## src/rtl/mc_control_fsm.sv

```systemverilog
// rtl/mc_control_fsm.sv - multicycle control sequencer for the 32-bit datapath (CTRL_STEP_EN: single-step fetch gating)
module mc_control_fsm #(
   parameter logic [4:0] ALU_ADD = 5'd0,
   parameter logic [4:0] ALU_SUB = 5'd1,
   parameter logic [4:0] ALU_AND = 5'd2,
   parameter logic [4:0] ALU_OR  = 5'd3
) (
   input  logic        clk,
   input  logic        reset_all,
   input  logic        start,
`ifdef CTRL_STEP_EN
   input  logic        step,
`endif
   input  logic [31:0] out_ins,
   input  logic [2:0]  comp_res,
   output logic        en,
   output logic        read,
   output logic        write,
   output logic        writeport,
   output logic        writedata,
   output logic        src1,
   output logic        src2,
   output logic        ld_lmd,
   output logic        en_data_mem,
   output logic        wri_data_mem,
   output logic        en_ins_mem,
   output logic        selcomp,
   output logic        selPC,
   output logic        ld_pc,
   output logic        resetPC,
   output logic        load_ir,
   output logic        isbranch,
   output logic [4:0]  alu_func,
   output logic [1:0]  selsig,
   output logic        busy,
   output logic        halted,
   output logic        illegal,
   output logic [15:0] instr_count
);

   localparam logic [4:0] OP_R    = 5'b00000;
   localparam logic [4:0] OP_ADDI = 5'b00001;
   localparam logic [4:0] OP_SUBI = 5'b00010;
   localparam logic [4:0] OP_ANDI = 5'b00011;
   localparam logic [4:0] OP_ORI  = 5'b00100;
   localparam logic [4:0] OP_LD   = 5'b00101;
   localparam logic [4:0] OP_ST   = 5'b00110;
   localparam logic [4:0] OP_BEQ  = 5'b01000;
   localparam logic [4:0] OP_BLT  = 5'b01001;
   localparam logic [4:0] OP_BGT  = 5'b01010;
   localparam logic [4:0] OP_BZ   = 5'b01011;
   localparam logic [4:0] OP_JMP  = 5'b01100;
   localparam logic [4:0] OP_JAL  = 5'b01101;
   localparam logic [4:0] OP_HALT = 5'b11111;

   typedef enum logic [3:0] {
      S_IDLE, S_IF, S_IR, S_ID, S_EX, S_MEM, S_LMD, S_WB, S_HALTED
   } state_t;

   state_t     state, state_next;
   logic [4:0] opcode;
   logic [4:0] func;
   logic       is_rtype, is_imm, is_ld, is_st, is_cond, is_jmp, is_jal, is_halt, is_undef;
   logic [4:0] imm_alu;

   // The comparator flags are consumed by the datapath PC mux through selsig; the
   // register/immediate fields of the instruction are likewise datapath-only.
   logic unused_inputs;
   assign unused_inputs = ^{out_ins[26:5], comp_res};

   assign opcode   = out_ins[31:27];
   assign func     = out_ins[4:0];
   assign is_rtype = (opcode == OP_R);
   assign is_imm   = (opcode == OP_ADDI) || (opcode == OP_SUBI) || (opcode == OP_ANDI) || (opcode == OP_ORI);
   assign is_ld    = (opcode == OP_LD);
   assign is_st    = (opcode == OP_ST);
   assign is_cond  = (opcode == OP_BEQ) || (opcode == OP_BLT) || (opcode == OP_BGT) || (opcode == OP_BZ);
   assign is_jmp   = (opcode == OP_JMP);
   assign is_jal   = (opcode == OP_JAL);
   assign is_halt  = (opcode == OP_HALT);
   assign is_undef = !(is_rtype || is_imm || is_ld || is_st || is_cond || is_jmp || is_jal || is_halt);
   assign imm_alu  = (opcode == OP_SUBI) ? ALU_SUB :
                     (opcode == OP_ANDI) ? ALU_AND :
                     (opcode == OP_ORI)  ? ALU_OR  : ALU_ADD;

   // State register
   always_ff @(posedge clk) begin
      if (reset_all) state <= S_IDLE;
      else           state <= state_next;
   end

   // Retired-instruction counter and sticky undefined-opcode flag
   always_ff @(posedge clk) begin
      if (reset_all) begin
         instr_count <= 16'd0;
         illegal     <= 1'b0;
      end else begin
         if (ld_pc) instr_count <= instr_count + 16'd1;
         if (state == S_EX && is_undef) illegal <= 1'b1;
      end
   end

   // Next-state and Moore strobe decode from state plus opcode; reset overrides last
   always_comb begin
      state_next   = state;
      en           = 1'b0;
      read         = 1'b0;
      write        = 1'b0;
      writeport    = 1'b0;
      writedata    = 1'b0;
      src1         = 1'b0;
      src2         = 1'b0;
      ld_lmd       = 1'b0;
      en_data_mem  = 1'b0;
      wri_data_mem = 1'b0;
      en_ins_mem   = 1'b0;
      selcomp      = 1'b0;
      selPC        = 1'b0;
      ld_pc        = 1'b0;
      resetPC      = 1'b0;
      load_ir      = 1'b0;
      isbranch     = 1'b0;
      alu_func     = ALU_ADD;
      selsig       = 2'd0;
      busy         = (state != S_IDLE) && (state != S_HALTED);
      halted       = (state == S_HALTED);
      case (state)
         S_IDLE: begin
            resetPC = 1'b1;
            if (start) state_next = S_IF;
         end
         S_IF: begin
            en = 1'b1;
`ifdef CTRL_STEP_EN
            en_ins_mem = step;
            state_next = step ? S_IR : S_IF;
`else
            en_ins_mem = 1'b1;
            state_next = S_IR;
`endif
         end
         S_IR: begin
            en         = 1'b1;
            load_ir    = 1'b1;
            state_next = S_ID;
         end
         S_ID: begin
            en         = 1'b1;
            read       = 1'b1;
            state_next = is_halt ? S_HALTED : S_EX;
         end
         S_EX, S_MEM, S_LMD, S_WB: begin
            en   = 1'b1;
            read = 1'b1;
            // EX controls are held through MEM/LMD/WB so Z stays valid
            if (is_rtype) begin
               src1 = 1'b1; src2 = 1'b1; alu_func = func;
            end else if (is_imm) begin
               src1 = 1'b1; alu_func = imm_alu;
            end else if (is_ld || is_st) begin
               src1 = 1'b1;
            end else if (is_cond) begin
               selcomp = (opcode == OP_BZ);
               selsig  = (opcode == OP_BLT) ? 2'd1 : (opcode == OP_BGT) ? 2'd3 : 2'd2;
            end else if (is_jmp || is_jal) begin
               selPC = 1'b1;
            end
            case (state)
               S_EX: begin
                  if (is_cond || is_jmp || is_jal || is_undef) begin
                     ld_pc      = 1'b1;
                     isbranch   = is_jal;
                     write      = is_jal;
                     state_next = S_IF;
                  end else if (is_ld || is_st) begin
                     state_next = S_MEM;
                  end else begin
                     state_next = S_WB;
                  end
               end
               S_MEM: begin
                  en_data_mem = 1'b1;
                  if (is_st) begin
                     wri_data_mem = 1'b1;
                     ld_pc        = 1'b1;
                     state_next   = S_IF;
                  end else begin
                     state_next = S_LMD;
                  end
               end
               S_LMD: begin
                  ld_lmd     = 1'b1;
                  state_next = S_WB;
               end
               default: begin
                  write      = 1'b1;
                  writedata  = !is_ld;
                  writeport  = is_rtype;
                  ld_pc      = 1'b1;
                  state_next = S_IF;
               end
            endcase
         end
         S_HALTED: begin
            en = 1'b1;
         end
         default: state_next = S_IDLE;
      endcase
      if (reset_all) begin
         en           = 1'b0;
         read         = 1'b0;
         write        = 1'b0;
         writeport    = 1'b0;
         writedata    = 1'b0;
         src1         = 1'b0;
         src2         = 1'b0;
         ld_lmd       = 1'b0;
         en_data_mem  = 1'b0;
         wri_data_mem = 1'b0;
         en_ins_mem   = 1'b0;
         selcomp      = 1'b0;
         selPC        = 1'b0;
         ld_pc        = 1'b0;
         load_ir      = 1'b0;
         isbranch     = 1'b0;
         alu_func     = 5'd0;
         selsig       = 2'd0;
         busy         = 1'b0;
         halted       = 1'b0;
         resetPC      = 1'b1;
      end
   end

endmodule

```

## config.mk

```make
export PLATFORM = sky130hd
export DESIGN_NAME = mc_control_fsm
export DESIGN_NICKNAME = d
export VERILOG_FILES = /design/src/rtl/mc_control_fsm.sv
export SDC_FILE = /design/constraint.sdc
export NUM_CORES = 1
export LEC_CHECK = 0
export BUFFER_PORTS_ARGS = -buffer_cell sky130_fd_sc_hd__buf_2
export CAP_MARGIN = 5
export CELL_PAD_IN_SITES_DETAIL_PLACEMENT = 0
export CELL_PAD_IN_SITES_GLOBAL_PLACEMENT = 1
export CORE_ASPECT_RATIO = 0.5
export CORE_UTILIZATION = 27
export DETAILED_ROUTE_END_ITERATION = 8
export GPL_TIMING_DRIVEN = 0
export HOLD_SLACK_MARGIN = 0.08
export PLACE_DENSITY_LB_ADDON = 0.12
export SYNTH_ARGS = -nofsm -noshare
export SYNTH_HDL_FRONTEND = slang
export SYNTH_SLANG_ARGS = --single-unit
```

## constraint.sdc

```tcl
create_clock -name clk -period 2 [get_ports clk]
set_input_delay 0.1 -clock clk [delete_from_list [all_inputs] [get_ports clk]]
set_output_delay 0.1 -clock clk [all_outputs]
set_load 0.02 [all_outputs]
```

==> results of run 1 <==
-- flip-flops by register name, summed over array words and instances (netlist names) --
signal / cells
state: 4
illegal: 1
instr_count: 16
-- repair_timing --
action / 4_1_cts / 5_1_grt
gates resized for setup: 4 / 16
pin swaps: 1 / 5
buffers inserted: 3 / 1
setup endpoints to repair: 10 / 18
-- cell families (layout without fill, tap and decap cells) --
kind of cell | Yosys count | after routing
buffers and inverters | 22 | 81
flip-flops | 21 | 21
XOR/XNOR | 3 | 3
adder cells (fa/ha/maj) | 1 | 1
AO/OA/AOI/OAI | 52 | 52
AND/OR/NAND/NOR | 94 | 94
-- area by class of cell --
cell class	count	area (um2)
Buffer	13	87.58
Clock buffer	3	41.29
Clock inverter	1	5.005
Fill cell	557	3107
Inverter	8	30.03
Multi-Input combinational cell	150	925.9
Sequential cell	21	422.9
Tap cell	70	87.58
Timing Repair Buffer	56	292.8
-- cell usage in the layout, fill, tap and decap left out, types with 2 or more instances in the layout --
cell                       count
sky130_fd_sc_hd__buf_6         4
sky130_fd_sc_hd__dfxtp_2       2
sky130_fd_sc_hd__nand3_1      10
sky130_fd_sc_hd__buf_4         6
sky130_fd_sc_hd__o21bai_1      2
sky130_fd_sc_hd__a21oi_1      19
sky130_fd_sc_hd__and3_1        3
sky130_fd_sc_hd__clkbuf_1      3
sky130_fd_sc_hd__a31oi_1       2
sky130_fd_sc_hd__dfxtp_1      19
sky130_fd_sc_hd__a32oi_2       2
sky130_fd_sc_hd__o21ai_0       9
sky130_fd_sc_hd__or3_1         6
sky130_fd_sc_hd__or4_1         7
sky130_fd_sc_hd__nor3_1        7
sky130_fd_sc_hd__nand2_1      20
sky130_fd_sc_hd__buf_2        55
sky130_fd_sc_hd__o31ai_1       8
sky130_fd_sc_hd__nor4_1        5
sky130_fd_sc_hd__and2_1        6
sky130_fd_sc_hd__nor2_1       16
sky130_fd_sc_hd__nand2b_1      2
sky130_fd_sc_hd__inv_1         8
sky130_fd_sc_hd__xnor2_1       3
sky130_fd_sc_hd__o41ai_1       2
sky130_fd_sc_hd__clkbuf_8      3
-- layer usage --
metal	routed length (um)	part of all wire
met2	1847	0.42
met4	14	0.0032
met1	2184	0.50
met3	300	0.069
met5	0	0
-- power by group through the flow --
stage	Clock, mW	Sequential (mW)	Combinational [mW]
final	0.299	0.433	0.139
after global placement	0	0.442	0.136
after CTS	0.303	0.432	0.138
after floorplan	0	0.440	0.0962
after detailed placement	0	0.442	0.136
after global routing	0.330	0.434	0.155
-- per-stage QoR --
| stage | setup TNS, ns | util | instances | instance area (um2) | worst slack (ns) |
|---|---|---|---|---|---|
| 2_1_floorplan | 0 | - | 193 | 1430 | 0.1428 |
| 3_3_place_gp | -1.086 | 0.3556 | 315 | 1778 | -0.1297 |
| 3_5_place_dp | -0.9327 | 0.3556 | 315 | 1778 | -0.1045 |
| 4_1_cts | 0 | 0.3709 | 322 | 1854 | 0.0002405 |
| 5_1_grt | -0.03888 | 0.3786 | 322 | 1893 | -0.01955 |
| 6_report | 0 | 0.3786 | 322 | 1893 | 0.09042 |
-- worst max-delay path: cells and delay by family (launching register included) --
kind,cells,cell delay (ns)
AOI/OAI and AO/OA,2,0.23
buffers and inverters,1,0.17
DFF,1,0.33
and+or+nand+nor,3,1.11
-- worst max-delay path by stage --
stage / startpoint / to / slack (ns) / depth (start not counted)
2_1_floorplan: state[2] / alu_func[2] / 0.14 / 4
3_3_place_gp: out_ins[28] / instr_count[7] / -0.13 / 9
3_5_place_dp: out_ins[28] / instr_count[4] / -0.10 / 9
4_1_cts: state[3] / ld_pc / 0.0002 / 8
5_1_grt: state[0] / writeport / -0.02 / 4
6_report: state[3] / instr_count[5] / 0.09 / 6
==> impl_metrics.ini, run 1 <==
[worst_setup_path]
crit_fanout = 9
crit_arrival_ns = 2.11
path_class = flop to flop
start_kind = flop
worst_r2r_path_depth = 6
path_cells = or3b_4 -> nor3_4 -> a32oi_2 -> buf_6 -> or4_1 -> a21oi_1
worst_r2r_startpoint = state[3]
cp.required_ns = 2.20
worst_r2r_endpoint = instr_count[5]
crit_path_end_kind = flop
cpPeakStageDelay_ns = 0.50
timing.reg2reg.setup_slack_ns = 0.09
timing.critical_path.slowest_stage_cell = sky130_fd_sc_hd__or4_1

[yosys]
gate_count_of_the_mapped_netlist = 193
synth.cell_area_mm2 = 0.001430
yosysUniqueCellTypes = 39
post_synth_mux_area_share = 0
synth_compound_gate_area_share = 0.2467
yosysWarningCount = 0
postSynthRegisterBits = 21
syn-num-nets = 232
seq_area_frac_synth = 0.2940
synth_area_leader_cell = sky130_fd_sc_hd__dfxtp_1
count_of_flip_flops_with_a_built_in_enable_after_synthesis = 0
synth_async_reset_ratio = 0
synth_fa_ha_area_frac = 0.008749
synth_top_cells_by_area = sky130_fd_sc_hd__dfxtp_1 29%, sky130_fd_sc_hd__a21oi_1 7.0%, sky130_fd_sc_hd__nand2_1 5.2%, sky130_fd_sc_hd__nor2_1 4.2%, sky130_fd_sc_hd__o31ai_1 4.2%
yosys.area.top_type_share = 0.2940
dominant_combinational_cell_family_by_area_after_synthesis = simple AND/OR/NAND/NOR gates
yosys.area_share.simple = 0.3517
synth_xor_area_frac = 0.01837
synth_most_common_cell = sky130_fd_sc_hd__dfxtp_1
synthTopCellsByCount = 21 x sky130_fd_sc_hd__dfxtp_1, 20 x sky130_fd_sc_hd__a21oi_1, 20 x sky130_fd_sc_hd__nand2_1
synth_ff_type = sky130_fd_sc_hd__dfxtp_1
syn_area_per_cell_um2 = 7.410

[power]
ir_drop_v = 0.0003576
seq_power_share = 0.497
clock_power_share = 0.343
power_mw = 0.8706
p_sw_mw = 0.2591
p_leak_nw = 0.7929
power_report.internal_total_mw = 0.6115
power_per_cell_area_mw_per_mm2 = 459.9
swShare = 0.2976
comb_power_share = 0.160

[cts]
cts_buffer_depth = 2
root_buffer = sky130_fd_sc_hd__clkbuf_8
numCtsBuffers = 3
cts_tree = yes
clock_pin_slew_on_the_worst_setup_and_hold_paths_ns = 0.09
tritoncts_num_sinks = 21
clock_insertion_delay_worst_skew_ns = 0.27
clock_tree.htree_level_count = 1
postCtsHoldBufs = 0

[job]
max_cap_viol_count = 0

[timing]
finalClockSkew_ns = 0.001435
final-max-slew-violation-count = 0
tightestPinTransition_ns = 0.5268
worst_slew_margin_rel = 0.6488
layout_worst_path_cycle_share = 0.9548
finalCriticalPeriod_ns = 1.910
timing.hold.ws_ns = 0.2236
max_freq_ghz = 0.5237
report.final.hold_viol_count = 0
setup-violations-final = 0

[drt]
detail_route.wirelength_mm = 4.347
vias = 1625
total_iterations_of_the_first_detailed_routing_run = 4
drcViolationCount = 0
detailedRoute.firstIterationViolations = 60
ant_nets = 0
post_drt_wl_per_cell_um = 13.50
via_per_inst = 5.047

[global_route]
busiest_layer = met2
grtUsageMet2 = 0.2594
grtUsageTotal = 0.1575
globalRouteMet1Util = 0.2106
wire_length_of_the_first_global_routing_pass_mm = 6.893
grt.met3_usage = 0.04433
grt_max_degree = 13
via_count_of_the_first_global_routing_pass = 1405
gr-total-overflow = 0
grt_antenna_before_repair = 0

[outcome]
result_of_the_run = finished, final reports clean

[placement]
detailed_place_hpwl_mm = 3.187
gp_congestion = 0.7176
port-buffer-count = 52

[floorplan]
std_cell_rows = 18
core-area_mm2 = 0.005000
boundaryPins = 81
initial_core_util = 0.2860
floorplan.die_area_mm2 = 0.005609
fp.dieH_um = 53.46
die_width_um = 104.9

[hold_path]
worst_hold_path_cells = 4
hold_path.startpoint = out_ins[30]
timing.hold.worst.class = primary input to flop
min_delay_worst_endpoint = state[0]

[layout]
count_of_nets_after_finishing = 292
area_growth_pct = 32.37
n_antenna_cell = 0
drive_gt1_frac = 0.3254
Power figures use the tool's default switching activity.
==> run 2: changes to the inputs <==
--- a/config.mk
+++ b/config.mk
@@ -10,6 +10,7 @@
 export CELL_PAD_IN_SITES_DETAIL_PLACEMENT = 0
 export CELL_PAD_IN_SITES_GLOBAL_PLACEMENT = 1
 export CORE_ASPECT_RATIO = 0.5
+export CORE_MARGIN = 4
 export CORE_UTILIZATION = 27
 export DETAILED_ROUTE_END_ITERATION = 8
 export GPL_TIMING_DRIVEN = 0
==> run 2 against run 1 <==
- cell count grew 0.93%
- count of clock-buffer cells in the layout rose by 1
- cell area rose by 2.6%
- global-route usage down 2.0 points
- critical path depth increased by 1
- sequential power about the same
- setup slack worse by 0.062 ns
- core utilization increased by 0.83 points
- critical path type unchanged
- largest cell class unchanged
- largest power group unchanged
==> impl_metrics.ini, run 2 (synthesis results as in run 1) <==
[timing]
rsz0062_at_grt = true
timing.hold.ws_ns = 0.2247
worst_slew_margin_rel = 0.6289
finalCriticalPeriod_ns = 1.972
final-max-slew-violation-count = 0
report.final.hold_viol_count = 0
setup-violations-final = 0
final.setup.worst_slack_ns = 0.02815
tightestPinTransition_ns = 0.5567
layout_worst_path_cycle_share = 0.9859
max_freq_ghz = 0.5071
finalClockSkew_ns = 0.001736

[floorplan]
core-area_mm2 = 0.005022
die_width_um = 110.9
std_cell_rows = 18
boundaryPins = 81
initial_core_util = 0.2848
fp.dieH_um = 59.46
floorplan.die_area_mm2 = 0.006596

[drt]
detail_route.wirelength_mm = 4.711
post_drt_wl_per_cell_um = 14.50
drcViolationCount = 0
detailedRoute.firstIterationViolations = 66
ant_nets = 0
total_iterations_of_the_first_detailed_routing_run = 4
vias = 1642
via_per_inst = 5.052

[hold_path]
timing.hold.worst.class = primary input to flop

[outcome]
result_of_the_run = finished, final reports clean

[worst_setup_path]
cp.required_ns = 2.19
crit_fanout = 5
crit_path_end_kind = flop
start_kind = flop
crit_arrival_ns = 2.16
path_class = flop to flop

[cts]
postCtsHoldBufs = 0
clock_tree.htree_level_count = 1
tritoncts_num_sinks = 21
clock_pin_slew_on_the_worst_setup_and_hold_paths_ns = 0.08
cts_buffer_depth = 2
cts_tree = yes
root_buffer = sky130_fd_sc_hd__clkbuf_8
clock_insertion_delay_worst_skew_ns = 0.26
numCtsBuffers = 3

[placement]
gp_congestion = 0.7504
port-buffer-count = 52
detailed_place_hpwl_mm = 3.458
dp_slack_ns = -0.1036

[global_route]
grt_antenna_before_repair = 0
wire_length_of_the_first_global_routing_pass_mm = 7.548
grt_max_degree = 12
gr-total-overflow = 0
grtUsageTotal = 0.1380
via_count_of_the_first_global_routing_pass = 1550

[layout]
largest_register_ff_count = 16
largest_registers = instr_count x16, state x4, illegal x1
count_of_nets_after_finishing = 295
drive_gt1_frac = 0.3608
mostFrequentLayoutCell = sky130_fd_sc_hd__buf_2
final.fill_count = 541
multi_input_comb_area_um2 = 953.4
most-common-layout-cells = 56 x sky130_fd_sc_hd__buf_2, 20 x sky130_fd_sc_hd__nand2_1, 19 x sky130_fd_sc_hd__dfxtp_1, 16 x sky130_fd_sc_hd__nor2_1, 16 x sky130_fd_sc_hd__a21oi_1
area_growth_pct = 35.87
layout.area.seq_um2 = 422.9
registers.top_by_ff_count = instr_count
n_antenna_cell = 0

[power]
clock_power_share = 0.328
seq_power_share = 0.505
swShare = 0.2827
ir_drop_v = 0.0002260
power_per_cell_area_mw_per_mm2 = 441.2
power_report.internal_total_mw = 0.6150
p_sw_mw = 0.2424
p_leak_nw = 0.8071
comb_power_share = 0.167

[job]
max_cap_viol_count = 0
## run 2: changes by cell type in the layout (fill, tap and decap cells not counted), moves of 2 or more
cell	before	now
sky130_fd_sc_hd__or4_1	7	5
sky130_fd_sc_hd__o31ai_1	8	6
sky130_fd_sc_hd__a21oi_1	19	16
sky130_fd_sc_hd__or4_4	1	3
sky130_fd_sc_hd__o31ai_2	0	2
sky130_fd_sc_hd__buf_4	6	8
sky130_fd_sc_hd__a21oi_2	1	4
## run 2: repair_timing
action,CTS,global route
setup buffers,1,4
pin swaps,1,9
cloned,0,1
hold endpoints to repair,0,0
gates resized for setup,6,18
setup endpoints to repair,10,11
## run 2: worst max-delay path, cell delays in order (launching register included)
cell and delay (ns):
sky130_fd_sc_hd__dfxtp_2 0.34, sky130_fd_sc_hd__or3b_1 0.36, sky130_fd_sc_hd__buf_6 0.15, sky130_fd_sc_hd__nor3_4 0.12
sky130_fd_sc_hd__a32oi_2 0.11, sky130_fd_sc_hd__buf_6 0.18, sky130_fd_sc_hd__or4_1 0.50, sky130_fd_sc_hd__a21oi_1 0.15
## run 2: path summary, 6_finish.rpt
kind	to	slack, ns	start	depth (start not counted)
setup reg to reg	instr_count[15]	0.03	state[2]	7
hold / removal	state[2]	0.22	reset_all	4
setup / recovery	instr_count[15]	0.03	state[2]	7
hold reg to reg	illegal	0.46	illegal	2
## run 2: layer usage
| layer | vias to the layer above | GRT usage | share of wire |
|---|---|---|---|
| li1 | 842 | - | - |
| met1 | 761 | 0.1750 | 0.50 |
| met2 | 37 | 0.2405 | 0.44 |
| met3 | 2 | 0.04485 | 0.058 |
| met4 | 0 | 0.01579 | 0.0032 |
| met5 | - | 0 | 0 |
## run 2: final cells by class
cell class,instances,share of cell area
Buffer,14,0.05087
Clock buffer,4,0.02318
Inverter,8,0.01545
Multi-Input combinational cell,150,0.4907
Sequential cell,21,0.2176
Tap cell,70,0.04507
Timing Repair Buffer,58,0.1571
## run 2: power by group through the flow
stage / Sequential, mW / Combinational (mW) / Clock (mW)
after detailed placement: 0.442 / 0.138 / 0
after global placement: 0.442 / 0.137 / 0
after global routing: 0.434 / 0.158 / 0.313
final: 0.433 / 0.143 / 0.281
after floorplan: 0.440 / 0.0962 / 0
after CTS: 0.432 / 0.139 / 0.295
## run 2: metrics by stage
| stage | instance area, um2 | total power, mW | setup TNS, ns | util | std cells |
|---|---|---|---|---|---|
| floorplan | 1430 | 0.5366 | 0 | - | 193 |
| global placement | 1778 | 0.5791 | -0.7026 | 0.3540 | 315 |
| global route | 1943 | 0.9053 | -0.1621 | 0.3869 | 325 |
| CTS | 1847 | 0.8668 | 0 | 0.3677 | 320 |
| finish | 1943 | 0.8573 | 0 | 0.3869 | 325 |
| detailed placement | 1778 | 0.5804 | -0.9984 | 0.3540 | 315 |
==> run 3: changes to the inputs <==
==> constraint.sdc (replaced) <==
create_clock -name clk -period 2 [get_ports clk]
set_input_delay 0.1 -clock clk [delete_from_list [all_inputs] [get_ports clk]]
set_output_delay 0.1 -clock clk [all_outputs]
set_load 0.05 [all_outputs]
==> run 3 against run 2 <==
- core utilization grew 0.77 points
- sequential share of layout area down 0.30 points
- cell area is 2.0% higher
- combinational power increased by 17%
- critical path depth did not move
- power increased by 3.3%
- critical endpoint is now instr_count[8]
- largest cell class unchanged
==> impl_metrics.ini, run 3 (synthesis results as in run 1) <==
[timing]
worst_slew_margin_rel = 0.6205
finalClockSkew_ns = 0.002686
finalCriticalPeriod_ns = 1.970
tightestPinTransition_ns = 0.5692
layout_worst_path_cycle_share = 0.9848
report.final.hold_viol_count = 0
final-max-slew-violation-count = 0
timing.hold.ws_ns = 0.2160
rsz0062_at_grt = true
max_freq_ghz = 0.5077
setup-violations-final = 0

[placement]
port-buffer-count = 52
gp_congestion = 0.7295
placement.cell_area_mm2 = 0.001828
detailed_place_hpwl_mm = 3.400

[global_route]
via_count_of_the_first_global_routing_pass = 1557
grt.met3_usage = 0.04077
grtUsageTotal = 0.1352
busiest_layer = met2
grt_max_degree = 12
globalRouteMet1Util = 0.1753
grtUsageMet2 = 0.2276
grt_antenna_before_repair = 0
wire_length_of_the_first_global_routing_pass_mm = 7.438
gr-total-overflow = 0

[cts]
cts_tree = yes
clock_pin_slew_on_the_worst_setup_and_hold_paths_ns = 0.08
tritoncts_num_sinks = 21
clock_insertion_delay_worst_skew_ns = 0.26
cts_buffer_depth = 2
clock_tree.htree_level_count = 1
root_buffer = sky130_fd_sc_hd__clkbuf_8
numCtsBuffers = 3
postCtsHoldBufs = 0

[floorplan]
std_cell_rows = 18
floorplan.die_area_mm2 = 0.006596
initial_core_util = 0.2848
fp.dieH_um = 59.46
die_width_um = 110.9
boundaryPins = 81
core-area_mm2 = 0.005022

[worst_setup_path]
start_kind = flop
cp.required_ns = 2.19
crit_path_end_kind = flop
worst_r2r_endpoint = instr_count[8]
crit_arrival_ns = 2.16
worst_r2r_startpoint = state[2]
path_class = flop to flop
worst_r2r_path_depth = 7
crit_fanout = 9
timing.reg2reg.setup_slack_ns = 0.03

[drt]
vias = 1642
via_per_inst = 5.099
total_iterations_of_the_first_detailed_routing_run = 4
post_drt_wl_per_cell_um = 13.89
drcViolationCount = 0
ant_nets = 0
detail_route.wirelength_mm = 4.472
detailedRoute.firstIterationViolations = 66

[hold_path]
hold_path.startpoint = start
worst_hold_path_cells = 3
timing.hold.worst.class = primary input to flop
min_delay_worst_endpoint = state[0]

[layout]
count_of_nets_after_finishing = 292
final_util = 0.3946
largest_registers = instr_count x16, state x4, illegal x1
registers.top_by_ff_count = instr_count
most-common-layout-cells = 52 x sky130_fd_sc_hd__buf_2, 20 x sky130_fd_sc_hd__nand2_1, 17 x sky130_fd_sc_hd__a21oi_1, 17 x sky130_fd_sc_hd__dfxtp_1, 16 x sky130_fd_sc_hd__nor2_1
final.fill_count = 521
drive_gt1_frac = 0.3690
n_antenna_cell = 0
multi_input_comb_area_um2 = 978.4
stdcell_area_mm2 = 0.001982
layout.area.seq_um2 = 425.4
area_growth_pct = 38.58
largest_register_ff_count = 16
mostFrequentLayoutCell = sky130_fd_sc_hd__buf_2

[power]
comb_power_share = 0.190
swShare = 0.3049
power_mw = 0.8857
power_per_cell_area_mw_per_mm2 = 446.9
ir_drop_v = 0.0002837
seq_power_share = 0.489
p_leak_nw = 0.8079
power_report.internal_total_mw = 0.6157
clock_power_share = 0.321
p_sw_mw = 0.2701

[job]
max_cap_viol_count = 0

[outcome]
result_of_the_run = finished, final reports clean
## run 3: cell count changes in the layout (fill, tap and decap cells not counted), sizes merged
cell,delta
clkbuf,+2
buf,-5
inv,-1
clkinv,+1
## run 3: worst max-delay path by stage
stage	from	end	slack (ns)	cells past startpoint
3_3_place_gp	out_ins[28]	ld_pc	-0.11	9
5_1_grt	state[2]	instr_count[5]	-0.06	7
4_1_cts	state[0]	writedata	0.003	4
6_report	state[2]	instr_count[8]	0.03	7
3_5_place_dp	out_ins[28]	ld_pc	-0.12	9
2_1_floorplan	state[2]	alu_func[2]	-0.19	4
## run 3: worst max-delay path, cell delays in order, from the launching register on
cell,delay (ns)
sky130_fd_sc_hd__dfxtp_2,0.36
sky130_fd_sc_hd__or3b_1,0.36
sky130_fd_sc_hd__buf_6,0.16
sky130_fd_sc_hd__nor3_4,0.11
sky130_fd_sc_hd__a32oi_2,0.10
sky130_fd_sc_hd__buf_6,0.17
sky130_fd_sc_hd__or4_1,0.52
sky130_fd_sc_hd__a21oi_2,0.13
## run 3: layout make-up
type | count | area share
inverter | 8 | 0.01768
tap | 70 | 0.04419
sequential | 21 | 0.2146
timing repair buffer | 55 | 0.1515
multi-input combinational | 150 | 0.4937
clock buffer | 4 | 0.02273
buffer | 14 | 0.05556
## run 3: per-stage QoR
stage / setup slack, ns / setup TNS (ns) / std cells
after floorplan: -0.1852 / -0.8063 / 193
after global placement: -0.1111 / -0.8005 / 315
after detailed placement: -0.1233 / -1.183 / 315
after CTS: 0.003344 / 0 / 321
after global routing: -0.05952 / -0.3220 / 322
final: 0.03049 / 0 / 322
## run 3: power by group through the flow
stage	logic [mW]	clock network (mW)	registers (mW)
2_1_floorplan	0.123	0	0.441
3_3_place_gp	0.163	0	0.442
3_5_place_dp	0.165	0	0.442
4_1_cts	0.167	0.295	0.433
5_1_grt	0.185	0.312	0.434
6_report	0.168	0.284	0.433
## run 3: what timing repair did
item | CTS | global route
setup endpoints to repair | 11 | 19
setup buffers | 2 | 1
pin swaps | 1 | 5
hold endpoints to repair | 0 | 0
gates resized for setup | 10 | 19
## run 3: routing by layer
layer  part of all wire  wire length (um)
met1               0.49              2177
met2               0.43              1938
met3              0.070               312
met4             0.0098                44
met5                  0                 0
